$ cat config.mk
export PLATFORM = sky130hd
export DESIGN_NAME = instr_fetch_seq
export DESIGN_NICKNAME = d
export VERILOG_FILES = /design/src/rtl/micro_pkg.sv /design/src/rtl/instr_fetch_seq_prog_mem.sv /design/src/rtl/instr_fetch_seq.sv
export SDC_FILE = /design/constraint.sdc
export NUM_CORES = 1
export LEC_CHECK = 0
export ABC_CLOCK_PERIOD_IN_PS = 7100
export CAP_MARGIN = 20
export CORE_ASPECT_RATIO = 0.5
export CORE_MARGIN = 2
export CORE_UTILIZATION = 45
export DETAILED_ROUTE_END_ITERATION = 6
export SYNTH_ARGS = -nofsm -noshare
export SYNTH_HDL_FRONTEND = slang
export SYNTH_HIERARCHICAL = 1
export SYNTH_SLANG_ARGS = --single-unit
$ cat constraint.sdc
create_clock -name clk -period 7.1 [get_ports clk]
set_clock_uncertainty 0.05 [all_clocks]
set_input_delay 1.065 -clock clk [delete_from_list [all_inputs] [get_ports clk]]
set_output_delay 1.065 -clock clk [all_outputs]
set_load 0.05 [all_outputs]
$ cat src/rtl/micro_pkg.sv
// Shared definitions for the 8-bit micro: instruction width, opcode field
// values, the NOP fill word and the fetch sequencer state encoding.
package micro_pkg;

    localparam int unsigned INSTR_W = 8;

    // Opcodes occupy the upper nibble of an instruction word.
    localparam logic [3:0] OP_LD  = 4'h0;
    localparam logic [3:0] OP_ST  = 4'h1;
    localparam logic [3:0] OP_LDI = 4'h2;
    localparam logic [3:0] OP_MR  = 4'h3;
    localparam logic [3:0] OP_ADD = 4'h4;
    localparam logic [3:0] OP_SUB = 4'h5;
    localparam logic [3:0] OP_AND = 4'h6;
    localparam logic [3:0] OP_OR  = 4'h7;
    localparam logic [3:0] OP_XOR = 4'h8;
    localparam logic [3:0] OP_ADI = 4'h9;
    localparam logic [3:0] OP_ANI = 4'hA;
    localparam logic [3:0] OP_ORI = 4'hB;
    localparam logic [3:0] OP_XRI = 4'hC;

    // MR r0<-r0: harmless when the micro executes it on idle cycles.
    localparam logic [INSTR_W-1:0] NOP_INSTR = {OP_MR, 4'h0};

    typedef enum logic [1:0] {
        ST_IDLE = 2'd0,
        ST_RUN  = 2'd1,
        ST_DONE = 2'd2
    } seq_state_t;

endpackage

$ cat src/rtl/instr_fetch_seq_prog_mem.sv
// Program store: DEPTH x 8 register file, synchronous write, asynchronous
// read, every word cleared to CLR_WORD on synchronous reset.
module prog_mem
    import micro_pkg::*;
#(
    parameter int unsigned        ADDR_W   = 4,
    parameter logic [INSTR_W-1:0] CLR_WORD = NOP_INSTR
) (
    input  logic               clk,
    input  logic               rst,
    input  logic               we,
    input  logic [ADDR_W-1:0]  waddr,
    input  logic [INSTR_W-1:0] wdata,
    input  logic [ADDR_W-1:0]  raddr,
    output logic [INSTR_W-1:0] rdata
);

    localparam int unsigned DEPTH = 1 << ADDR_W;

    logic [INSTR_W-1:0] mem_q [DEPTH];
    logic [INSTR_W-1:0] mem_d [DEPTH];

    // Next contents: current contents with the addressed word replaced on write.
    always_comb begin
        mem_d = mem_q;
        if (we) begin
            mem_d[waddr] = wdata;
        end
    end

    // Storage register with synchronous clear.
    always_ff @(posedge clk) begin
        if (rst) begin
            mem_q <= '{default: CLR_WORD};
        end else begin
            mem_q <= mem_d;
        end
    end

    assign rdata = mem_q[raddr];

endmodule

$ cat src/rtl/instr_fetch_seq.sv
// Instruction fetch sequencer: drives one registered instruction per clock
// from the program store, with run, single-step, halt and loop control.
// Cycles that issue no program word carry the NOP fill instruction.
module instr_fetch_seq
    import micro_pkg::*;
#(
    parameter int unsigned        ADDR_W = 4,
    parameter logic [INSTR_W-1:0] NOP    = NOP_INSTR
) (
    input  logic               clk,
    input  logic               rst,
    input  logic               load_we,
    input  logic [ADDR_W-1:0]  load_addr,
    input  logic [INSTR_W-1:0] load_data,
    input  logic [ADDR_W:0]    prog_len,
    input  logic               loop_en,
    input  logic               start,
    input  logic               step,
    input  logic               halt,
    output logic [INSTR_W-1:0] instruction,
    output logic               instr_valid,
    output logic [ADDR_W-1:0]  pc,
    output logic               busy,
    output logic               done
);

    localparam int unsigned     DEPTH   = 1 << ADDR_W;
    localparam logic [ADDR_W:0] DEPTH_L = (ADDR_W + 1)'(DEPTH);

    seq_state_t         state_q, state_d;
    logic [ADDR_W-1:0]  nxt_q, nxt_d;
    logic [ADDR_W-1:0]  pc_q, pc_d;
    logic [ADDR_W:0]    len_q, len_d;
    logic [INSTR_W-1:0] instr_q, instr_d;
    logic               valid_q, valid_d;
    logic               busy_q, busy_d;
    logic               done_q, done_d;

    logic [ADDR_W:0]    eff_len;
    logic               len_nz;
    logic [ADDR_W-1:0]  step_addr;
    logic [ADDR_W-1:0]  rd_addr;
    logic [INSTR_W-1:0] rd_data;
    logic               issue;
    logic               mem_we;
    logic               last_issued;

    // Successor of address a within a program of len words.
    function automatic logic [ADDR_W-1:0] wrap_inc(input logic [ADDR_W-1:0] a,
                                                    input logic [ADDR_W:0]   len);
        logic [ADDR_W:0] n;
        n = {1'b0, a} + (ADDR_W + 1)'(1);
        return (n >= len) ? '0 : n[ADDR_W-1:0];
    endfunction

    // Program writes are only accepted while the sequencer is not running.
    assign mem_we = load_we && (state_q != ST_RUN);

    prog_mem #(
        .ADDR_W   (ADDR_W),
        .CLR_WORD (NOP)
    ) u_prog_mem (
        .clk   (clk),
        .rst   (rst),
        .we    (mem_we),
        .waddr (load_addr),
        .wdata (load_data),
        .raddr (rd_addr),
        .rdata (rd_data)
    );

    // Length clamp, step resume address and end-of-pass detection.
    always_comb begin
        eff_len     = (prog_len > DEPTH_L) ? DEPTH_L : prog_len;
        len_nz      = (eff_len != '0);
        step_addr   = ({1'b0, nxt_q} >= eff_len) ? '0 : nxt_q;
        last_issued = ({1'b0, pc_q} == (len_q - (ADDR_W + 1)'(1)));
    end

    // Next-state, issue address and registered output values.
    // The read uses the pre-edge store contents, so a write landing in the
    // same cycle as start does not affect the word issued by that start.
    always_comb begin
        state_d = state_q;
        nxt_d   = nxt_q;
        pc_d    = pc_q;
        len_d   = len_q;
        instr_d = NOP;
        valid_d = 1'b0;
        rd_addr = nxt_q;
        issue   = 1'b0;

        unique case (state_q)
            ST_IDLE: begin
                if (halt) begin
                    state_d = ST_IDLE;
                end else if (start && len_nz) begin
                    state_d = ST_RUN;
                    len_d   = eff_len;
                    rd_addr = '0;
                    issue   = 1'b1;
                end else if (step && len_nz) begin
                    len_d   = eff_len;
                    rd_addr = step_addr;
                    issue   = 1'b1;
                end
            end
            ST_RUN: begin
                if (halt) begin
                    state_d = ST_IDLE;
                end else if (last_issued && !loop_en) begin
                    state_d = ST_DONE;
                end else begin
                    rd_addr = nxt_q;
                    issue   = 1'b1;
                end
            end
            ST_DONE: begin
                if (!halt && start && len_nz) begin
                    state_d = ST_RUN;
                    len_d   = eff_len;
                    rd_addr = '0;
                    issue   = 1'b1;
                end
            end
            default: begin
                state_d = ST_IDLE;
            end
        endcase

        if (issue) begin
            instr_d = rd_data;
            valid_d = 1'b1;
            pc_d    = rd_addr;
            nxt_d   = wrap_inc(rd_addr, len_d);
        end

        busy_d = (state_d == ST_RUN);
        done_d = (state_d == ST_DONE);
    end

    // Sequencer state and output registers.
    always_ff @(posedge clk) begin
        if (rst) begin
            state_q <= ST_IDLE;
            nxt_q   <= '0;
            pc_q    <= '0;
            len_q   <= '0;
            instr_q <= NOP;
            valid_q <= 1'b0;
            busy_q  <= 1'b0;
            done_q  <= 1'b0;
        end else begin
            state_q <= state_d;
            nxt_q   <= nxt_d;
            pc_q    <= pc_d;
            len_q   <= len_d;
            instr_q <= instr_d;
            valid_q <= valid_d;
            busy_q  <= busy_d;
            done_q  <= done_d;
        end
    end

    assign instruction = instr_q;
    assign instr_valid = valid_q;
    assign pc          = pc_q;
    assign busy        = busy_q;
    assign done        = done_q;

endmodule

Word level (Yosys, flattened, before mapping)

Index checks and enable logic that the tools add are counted.

Bits in registers: 154
Output and inout bits: 15
Word-level logic and storage cells: 86

Add/sub/neg operators: 2
$lt $le $gt $ge: 6
Eq/ne operators: 6
Muxes and demuxes: 33
Bitwise operators: 3
Reduce and logical (&&, ||, !) cells: 12

Operators with widths:

| cell                                                                         | count |
|---|---|
| 128-bit bitwise mux                                                          | 1 |
| 8-bit binary-select mux with 4-bit select                                    | 1 |
| 8-bit demux with 4-bit select                                                | 1 |
| 5-bit 2-to-1 mux                                                             | 5 |
| 4-bit 2-to-1 mux                                                             | 6 |
| 8-bit 2-to-1 mux                                                             | 3 |
| 5-bit >= comparator, second input constant                                   | 2 |
| 2-bit 2-to-1 mux                                                             | 5 |
| 4-bit NOT with 5-bit output                                                  | 2 |
| 5-bit one-hot mux with 2 select lines                                        | 1 |
| 4-bit one-hot mux with 2 select lines                                        | 1 |
| 1-bit logical AND                                                            | 7 |
| 1-bit 2-to-1 mux                                                             | 7 |
| 2-bit one-hot mux with 3 select lines                                        | 1 |
| 4-bit by 1-bit adder with 5-bit output, second input constant                | 1 |
| 4-bit by 5-bit == test with 1-bit output                                     | 1 |
| 4-bit by 5-bit >= comparator with 1-bit output                               | 1 |
| 5-bit >= comparator                                                          | 1 |
| 5-bit > comparator, second input constant                                    | 1 |
| 5-bit by 1-bit less-than comparator with 1-bit output, second input constant | 1 |
| 5-bit nonzero test                                                           | 1 |
| 5-bit by 1-bit subtractor with 5-bit output, second input constant           | 1 |
| 2-bit by 1-bit == test with 1-bit output, second input constant              | 2 |
| 2-bit == test, second input constant                                         | 2 |
| 6 further kinds                                                              | 7 |

Logic depth before layout (Yosys ltp)

Depth in word-level cells: 12
Gate-level depth with buffers: 18

Modules after synthesis

The synthesis kept the hierarchy.

By module, submodules not included:

| module          | times used | cells each | area each (sq um) | sequential area each (sq um) |
|---|---|---|---|---|
| prog_mem        | 1          | 666        | 6162.2            | 2562.5 |
| instr_fetch_seq | 1          | 145        | 1328.8            | 520.5 |

Worst setup path after synthesis

No wires, ideal clock.

Path kind: input-to-reg
Start: input prog_len[0]
End: register nxt_q[0]
Arrival: 4.098 ns
Path slack: 2.882 ns
Cell stages on the path: 17
Path through: nor2b_1 -> ha_1 -> nand2b_1 -> a2111oi_1 -> o31ai_1 -> and2_1 -> nor2b_1 -> ha_1 -> xnor2_1 -> inv_1 -> ha_1 -> a21oi_1 -> o21ai_0 -> a21oi_1 -> nor2b_1 -> or4_1 -> a21oi_1

Cells in the longest elaborated chain, start to end: 11
Elaborated cells on any way between the ends: 26

Ends and longest elaborated chain:

| element                                                                                     | line                                          | RTL |
|---|---|---|
| start, declared                                                                             | instr_fetch_seq.sv:15                         | `input logic [ADDR_W:0] prog_len,` |
| 5-bit > comparator                                                                          | instr_fetch_seq.sv:74                         | `eff_len = (prog_len > DEPTH_L) ? DEPTH_L : prog_len;` |
| 5-bit 2-to-1 mux *                                                                          | instr_fetch_seq.sv:74                         |  |
| 4-bit by 5-bit >= comparator with 1-bit output / 5-bit nonzero test (equally long branches) | instr_fetch_seq.sv:76, instr_fetch_seq.sv:75  |  |
| 4-bit 2-to-1 mux / 1-bit logical AND (equally long branches)                                | instr_fetch_seq.sv:76, instr_fetch_seq.sv:102 |  |
| 4-bit 2-to-1 mux                                                                            | instr_fetch_seq.sv:102                        | `end else if (step && len_nz) begin` |
| 4-bit 2-to-1 mux                                                                            | instr_fetch_seq.sv:97                         | `end else if (start && len_nz) begin` |
| 4-bit 2-to-1 mux                                                                            | instr_fetch_seq.sv:95                         | `if (halt) begin` |
| 4-bit one-hot mux with 2 select lines *                                                     | instr_fetch_seq.sv:93                         | `unique case (state_q)` |
| named net rd_addr[1]                                                                        | instr_fetch_seq.sv:42                         | `logic [ADDR_W-1:0] rd_addr;` |
| 4-bit by 1-bit adder with 5-bit output *                                                    | instr_fetch_seq.sv:52                         | `n = {1'b0, a} + (ADDR_W + 1)'(1);` |
| 5-bit >= comparator *                                                                       | instr_fetch_seq.sv:53                         | `return (n >= len) ? '0 : n[ADDR_W-1:0];` |
| 4-bit 2-to-1 mux *                                                                          | instr_fetch_seq.sv:53                         |  |
| end signal, assigned                                                                        | instr_fetch_seq.sv:155                        | `nxt_q <= nxt_d;` |
| end, declared                                                                               | instr_fetch_seq.sv:31                         | `logic [ADDR_W-1:0] nxt_q, nxt_d;` |

The timed path passes the listed nets; every way through them passes the cells marked *.
A chain may end at the register's enable or synchronous reset.

Final worst setup path

Same ends and word-level chain as after synthesis.

==> flow_summary_export.csv <==
group,metric,value,unit
clocking,htree_num_levels,4,
drt,via_per_inst,6.22,
drt,wl_per_cell,21.3,um
power,power_switching,0.541,mW
setup_path,cp_data_required_time,7390,ps
grt,grtUsageTotal,24.9,%
power,p_leak,2.86,nW
grt,grt.busiest_layer,"met2",
drt,first_pass_iters,5,
cells_and_area,layout_common_cells,"dfxtp_1 (154), a21oi_1 (107), nand3_1 (99)",
setup_path,cp-start-kind,"input port",
run_status,status,"finished, final reports clean",
clocking,clock_latency,430,ps
power,peakVddDrop,0.000179,V
cells_and_area,area_growth,11.2,%
placement,placed_area,7720,um^2
drt,wl,21.8,mm
timing,setup_tns,0,ps
synth,syn-num-nets,846,
grt,grt_pass1_wl,33.7,mm
power,pwr-share-comb,9.4,%
timing,finalCritPeriodShare,71.2,%
grt,grtUsageMet2,41.7,%
drt,detail-route-antenna-nets,0,
synth,ys_seq_area_share,41.2,%
cells_and_area,stdcell_area,8330,um^2
timing,fmax,198,MHz
cells_and_area,multi_input_area,3920,um^2
synth,synth_top_area_share,41.2,%
grt,use_met1,32.5,%
clocking,cts_buffer_depth,2,
synth,yosys_warnings,6,
synth,ys_top_cells_by_area,"dfxtp_1 (41%), a21oi_1 (7.1%), nand3_1 (6.6%)",
placement,dp_cells,992,
setup_path,cp_top_family,"simple AND/OR/NAND/NOR gates",
run,maxCapViolations,0,
floorplan,initial_core_util,45.8,%
clocking,cts.clk_slew.worst_paths,60,ps
power,pwr-share-seq,44.0,%
clocking,cts.hold.buffers_added,0,
clocking,postCtsSetupBuffers,0,
timing,setup_slack,2050,ps
synth,synth_cell_types,52,
synth,synth_cells,811,
clocking,cts_tree,"built",
setup_path,max_stage_delay,530,ps
cells_and_area,drive_gt1_share,8.66,%
setup_path,worstPathCellList,"clkdlybuf4s50_1 -> nor2b_1 -> ha_1 -> nand2b_1 -> a2111oi_1 -> o31ai_1 -> and2_1 -> nor2b_4 -> ha_1 -> xnor2_1 -> inv_1 -> ha_1 -> a21oi_1 -> o21ai_0 -> a21oi_1 -> nor2b_1 -> or4_1 -> a21oi_1",
floorplan,die_height,95.2,um
synth,synthesis.area,7490,um^2
placement,place.gp.congestion,0.792,
floorplan,die_w,186,um
timing,rsz0062_at_grt,"false",
setup_path,worstPathArrival,5340,ps
timing,tightest_slew,1120,ps
setup_path,crit_slowest_cell,"clkdlybuf4s50_1",
cells_and_area,post_layout_nonfiller_instances,1024,
clocking,cts_root_buf,"clkbuf_16",
cells_and_area,n_fill_cell,1536,
drt,drt-initial-drc-count,645,
setup_path,crit_type,"in2reg",
synth,synth_top_cell_by_area,"dfxtp_1",
synth,synth_seq_cells,154,
setup_path,critPathCaptureType,"register",
floorplan,row_count,33,
floorplan,core,16400,um^2
timing,finalSetupViolCount,0,
grt,grt_max_degree,88,
worst_hold_path,hold_class,"reg2reg",
floorplan,ios,39,
power,power.density,242,nW/um^2
drt,dr_total_vias,6367,
floorplan,die-area,17800,um^2
timing,drv_slew,0,
cells_and_area,seqCellArea,3080,um^2
power,clkPwrFrac,46.6,%
cells_and_area,nets,819,
setup_path,worstPathBufferInverterCount,2,
placement,dp_hpwl,12.8,mm
cells_and_area,n_antenna_cell,0,
timing,slew_headroom,24.9,%
timing,hold_viol_final,0,
cells_and_area,mostFrequentLayoutCell,"dfxtp_1",
clocking,ctsResizeCount,0,
placement,pre_cts_slack,1620,ps
setup_path,crit_fanout,16,
power,p_int,1.47,mW
synth,syn_avg_cell_area,9.24,um^2
grt,grt_pass1_vias,5929,
clocking,cts_buffers,17,
grt,met3_usage,5.74,%
timing,layout_min_cycle_time,5050,ps
power,swShare,26.9,%
grt,grt_antenna_before_repair,0,
timing,holdWs,407,ps
clocking,clock-sinks,154,
placement,io_buffers,38,
drt,drc,0,
grt,overflow,0,
synthesized netlist by cell type (all sizes together):
cell	number
or3b	2
dfxtp	154
a211o	32
o31ai	1
nor4	1
clkbuf	41
or4	3
a21oi	107
nor3b	3
ha	11
a2111oi	2
buf	48
o41ai	1
and2	10
inv	6
nor2b	10
or2	1
and3b	4
mux4	32
nor2	22
a21boi	2
mux2i	5
nor3	2
nand3	99
nand2	32
o21ai	99
nand3b	6
nand2b	9
and3	35
nand4b	1
mux2	2
xor2	1
a22oi	17
xnor2	5
and2b	2
o311ai	1
or3	2
registers in the layout (all words and copies together) (netlist names):
| register | count |
|---|---|
| instr_valid | 1 |
| u_prog_mem/mem_q | 128 |
| state_q | 2 |
| busy | 1 |
| pc | 4 |
| instruction | 8 |
| len_q | 5 |
| done | 1 |
| nxt_q | 4 |
logic make-up (layout without fill, tap and decap cells):
| group | after synthesis | in the layout | synth area share, % |
|---|---|---|---|
| compound gates | 262 | 262 | 20.3 |
| xor+xnor | 6 | 6 | 0.702 |
| fa+ha+maj | 11 | 11 | 1.84 |
| buf+inv | 95 | 81 | 6.80 |
| flops | 154 | 154 | 41.2 |
| mux | 39 | 39 | 11.3 |
| simple gates | 244 | 244 | 17.9 |
worst paths after layout:
kind | start | end | slack, ps | depth (start not counted)
setup / recovery | prog_len[0] | nxt_q[0] | 2050 | 18
hold / removal | u_prog_mem/mem_q[21] | u_prog_mem/mem_q[21] | 410 | 1
setup reg to reg | nxt_q[0] | nxt_q[0] | 2930 | 17
hold reg to reg | u_prog_mem/mem_q[21] | u_prog_mem/mem_q[21] | 410 | 1
layout make-up:
type | instances | share of cell area [%]
timing repair buffer | 43 | 4.99
inverter | 6 | 0.270
tap | 227 | 3.41
sequential | 154 | 37.0
multi-input combinational | 562 | 47.0
clock inverter | 14 | 2.15
clock buffer | 18 | 5.15
metal layers:
metal,wire length (um),share of wire (%)
met1,9560,44
met2,10200,47
met3,1730,7.9
met4,301,1.4
met5,0,0
worst reg2reg max path, delay by kind of cell (launching register included):
kind | cells | cell delay (ps)
compound gates | 6 | 1110
xor+xnor | 1 | 150
fa+ha+maj | 3 | 870
buf+inv | 2 | 170
flops | 1 | 340
simple gates | 5 | 1400
through the flow:
step / total power, mW / util, %
6_report: 2.01 / 51.0
5_1_grt: 2.08 / 51.0
4_1_cts: 2.02 / 51.0
3_5_place_dp: 1.09 / 47.2
3_3_place_gp: 1.09 / 47.2
2_1_floorplan: 1.04 / -
power by group through the flow:
| stage | Clock [mW] | Combinational (mW) | Sequential [mW] |
|---|---|---|---|
| 5_1_grt | 0.992 | 0.202 | 0.887 |
| 4_1_cts | 0.950 | 0.187 | 0.886 |
| 3_5_place_dp | 0 | 0.186 | 0.905 |
| 3_3_place_gp | 0 | 0.184 | 0.905 |
| 2_1_floorplan | 0 | 0.135 | 0.907 |
| 6_report | 0.939 | 0.189 | 0.886 |
(Power assumes the default switching activity.)
==> edit 1 (same flow settings) <==
Re-encode `seq_state_t` (3 states) as one-hot, 3 bits wide.
--- a/src/rtl/micro_pkg.sv
+++ b/src/rtl/micro_pkg.sv
@@ -23,8 +23,8 @@
     localparam logic [INSTR_W-1:0] NOP_INSTR = {OP_MR, 4'h0};
 
-    typedef enum logic [1:0] {
-        ST_IDLE = 2'd0,
-        ST_RUN  = 2'd1,
-        ST_DONE = 2'd2
+    typedef enum logic [2:0] {
+        ST_IDLE = 3'b001,
+        ST_RUN  = 3'b010,
+        ST_DONE = 3'b100
     } seq_state_t;
 
Formal check against the unedited RTL: no difference found for any inputs over 4 cycles, from zero or initial values and one cycle with rst high; so few cycles prove little.
==> edit 1 against the unedited design <==
Routed wire length rose by 0.28%. Count of clock-buffer cells in the layout decreased by 1. Global-route usage barely moved. Clock power down 3.1%. Sequential share of layout area fell by 0.58 points. Final area up 2.3%. Power shrank 1.0%. Area after synthesis up 2.9%. Utilization increased by 0.50 points. Non-clock buffer count up 2. Register-to-register slack gained 270 ps. Sequential cell count is 1 higher. Setup slack improved by 420 ps. Critical path type unchanged. Highest routed layer unchanged.
==> edit 1: results (changes against the unedited design) <==
metric,value,unit,change
Reg2Reg Depth,12,,-5
Synthesis Warnings,6,,unchanged
Leak,2.98,nW,+4.1%
Placement Cell Area,0.00793,mm^2,+2.7%
post-synthesis net count,870,,+2.8%
hpwl dp,13200,um,+3.0%
vias in the first global route,6128,,+3.4%
reg2reg end,nxt_q[3]$_SDFFE_PP0P_,,
Synth Area in XOR/XNOR,1.01,%,+0.31 points
"Distinct cells, synth",64,,+23%
run status,finished clean,,
Clk network pwr share,45.7,%,-0.9 points
n_diodes,0,,unchanged
GRT met1 Usage,34.1,%,+1.6 points
via count,6552,,+2.9%
CTS Buf Count,17,,unchanged
Post-CTS Resized,0,,unchanged
end of the worst hold path,u_prog_mem/mem_q[20]$_SDFFE_PP1P_,,
Fin Hold WS,410,ps,+2.92 ps
Worst Hold Launch,u_prog_mem/mem_q[20]$_SDFFE_PP1P_,,
pre-CTS WS,2050,ps,+427 ps
synth top area cells,"dfxtp_1, a21oi_1, nand3_1",,
most frequent cells after synthesis,"dfxtp_1, a21oi_1, nand3_1, o21ai_0, and3_1",,
met3 Usage GRT,6.18,%,+0.43 points
met2 GRT Util,39.3,%,-2.4 points
WL/cell,20.9,um,-2.0%
CP startpoint,prog_len[4],,
gr usage total,24.9,%,about the same
port bufs,38,,unchanged
critical path peak fanout,14,,-2
"Seq/Total Area, Yosys",40.3,%,-0.89 points
crit path DAT,4900,ps,-440 ps
global-route wire length before repair,34900,um,+3.3%
Critical R2R Launch,state_q[0]$_SDFF_PP1_,,
complex-gate fraction of the synthesized area,21.2,%,+0.90 points
share of cells above drive strength 1,9.62,%,+0.96 points
Post-Synth Adder-Cell Area,1.79,%,-0.051 points
Final Util,51.5,%,+0.50 points
DR iter-0 viols,649,,+0.62%
routability cong.,0.781,,-1.4%
Final #Nets,843,,+2.9%
mux cell area share after synthesis,10.7,%,-0.67 points
Slew HR,26.7,%,+1.8 points
P_int,0.00142,W,-3.5%
Worst VDD drop,0.147,mV,-18%
largest net degree at the start of global routing,99,,+13%
Flop pwr share,44.8,%,+0.8 points
FF-to-FF setup slack,3200,ps,+270 ps
==> edit 1: cell families (layout without fill, tap and decap cells) <==
kind of cell	after synthesis	count (layout)
AOI/OAI and AO/OA	277	277
xor gates and xnor gates	8	8
adders and majority gates	11	11
buffers and inverters	101	87
DFF	155	155
muxes	35	35
and+or+nand+nor	248	248
==> edit 1: worst max-delay path by stage <==
stage / to / slack, ps
final: nxt_q[3]$_SDFFE_PP0P_ / 2470
after global routing: nxt_q[3]$_SDFFE_PP0P_ / 2200
after CTS: nxt_q[3]$_SDFFE_PP0P_ / 2470
after global placement: nxt_q[3]$_SDFFE_PP0P_ / 2110
after floorplan: nxt_q[3]$_SDFFE_PP0P_ / 3290
after detailed placement: nxt_q[3]$_SDFFE_PP0P_ / 2050
==> edit 1: final cells by class <==
cell class	instances	area, um^2
Fill cell	1516	8040
Multi-Input combinational cell	579	4070
Sequential cell	155	3100
Timing Repair Buffer	45	430
Clock buffer	17	425
Tap cell	227	284
Clock inverter	15	165
Inverter	10	37.5
==> edit 1: per-stage QoR <==
stage,power (W),std cells
floorplan,0.00105,835
global route,0.00206,1048
detailed placement,0.00110,1016
finish,0.00199,1048
CTS,0.00200,1048
global placement,0.00110,1016
==> edit 1: worst max-delay path, stage by stage <==
cell and delay, ps:
clkdlybuf4s50_1 600, or4_4 210, nor2_4 40, nor4b_4 830, nand2_2 240, and2_1 370, ha_1 310, and3_1 190
ha_1 280, nand2_1 60, o21a_1 220, a32o_1 260, a41o_1 190
==> edit 1: per-layer routing <==
layer	vias to the layer above	share of wire, %
met2	271	44
met1	3209	46
li1	3040	-
met3	32	8.0
met4	0	1.7
met5	-	0
==> edit 2 (config.mk and constraints unchanged) <==
Without the edit above. Set the package constant `INSTR_W` to 7 (it was 8).
--- a/src/rtl/micro_pkg.sv
+++ b/src/rtl/micro_pkg.sv
@@ -3,5 +3,5 @@
 package micro_pkg;
 
-    localparam int unsigned INSTR_W = 8;
+    localparam int unsigned INSTR_W = 7;
 
     // Opcodes occupy the upper nibble of an instruction word.
Ports: changed (resized instruction and load_data); port bits go from 39 to 37. No check against the original RTL was run, so the function may have changed too.
==> edit 2 against the unedited design <==
Sequential cell count down 17. Power shrank 6.6%. Final area shrank 7.4%. Largest cell class unchanged. Routed wire length decreased by 13%. Sequential power decreased by 11%. Clock power shrank 3.2%. Utilization rose by 1.9 points. Setup slack better by 380 ps. Synthesized cell count shrank 10%. Hold slack got worse by 5.2 ps. Area after synthesis is 9.8% lower. Via count decreased by 9.9%.
==> edit 2: results (changes against the unedited design) <==
metric,value,unit,change
final cell count without fillers,926,,-9.6%
Gate power share,9.7,%,+0.3 points
global-route wire length before repair,29900,um,-11%
fin crit share,65.8,%,-5.3 points
complex-gate fraction of the synthesized area,20.0,%,-0.24 points
Placement Cell Area,0.00706,mm^2,-8.6%
met3 Usage GRT,5.72,%,-0.018 points
met2 WL post-DR,8630,um,-16%
"Seq/Total Area, Yosys",40.6,%,-0.57 points
Met3 Routed Length,1510,um,-13%
Critical R2R Launch,nxt_q[2]$_SDFFE_PP0P_,,
GRT met1 Usage,32.9,%,+0.37 points
sequential power,0.000789,W,-11%
Worst VDD drop,0.166,mV,-7.1%
max reg flops,112,,-13%
CP startpoint,prog_len[4],,
Synth Area in XOR/XNOR,1.30,%,+0.59 points
hpwl dp,11400,um,-11%
FF-to-FF setup slack,3410,ps,+480 ps
largest net degree at the start of global routing,114,,+30%
Cells after Synth,728,,-10%
P_sw,0.000465,W,-14%
dpl cells,893,,-10%
most frequent cells after synthesis,"dfxtp_1, a21oi_1, nand3_1, o21ai_0, clkbuf_1",,
pre-CTS WS,2000,ps,+380 ps
Final #Nets,750,,-8.4%
CP Capture Point,nxt_q[3]$_SDFFE_PP0P_,,
port bufs,36,,-5.3%
"Distinct cells, synth",55,,+5.8%
reg2reg end,nxt_q[3]$_SDFFE_PP0P_,,
Leak,2.72,nW,-5.1%
gr usage total,24.3,%,-0.66 points
routability cong.,0.806,,+1.8%
crit path max-delay cell type,nor3_2,,
met2 GRT Util,39.1,%,-2.6 points
post-synthesis net count,762,,-9.9%
drt total wl,19000,um,-13%
run status,finished clean,,
Worst Hold Launch,u_prog_mem/mem_q[54]$_SDFFE_PP1P_,,
==> edit 2: layout make-up <==
class                      count  area [um^2]
fill                        1305         6870
timing repair buffer          44          470
sequential                   137         2740
tap                          198          248
inverter                       4         15.0
multi-input combinational    512         3630
clock inverter                11          148
clock buffer                  20          457
==> edit 2: through the flow <==
stage	hold slack [ps]	utilization [%]
after floorplan	377	-
after global placement	386	48.2
after detailed placement	392	48.4
after CTS	405	52.5
after global routing	422	52.9
final	402	52.9
==> edit 2: kinds of logic after synthesis <==
| kind of cell | after synthesis |
|---|---|
| AO/OA/AOI/OAI | 228 |
| AND/OR/NAND/NOR | 228 |
| flip-flops | 137 |
| buffers and inverters | 79 |
| multiplexers | 35 |
| adder cells (fa/ha/maj) | 11 |
| XOR/XNOR | 10 |
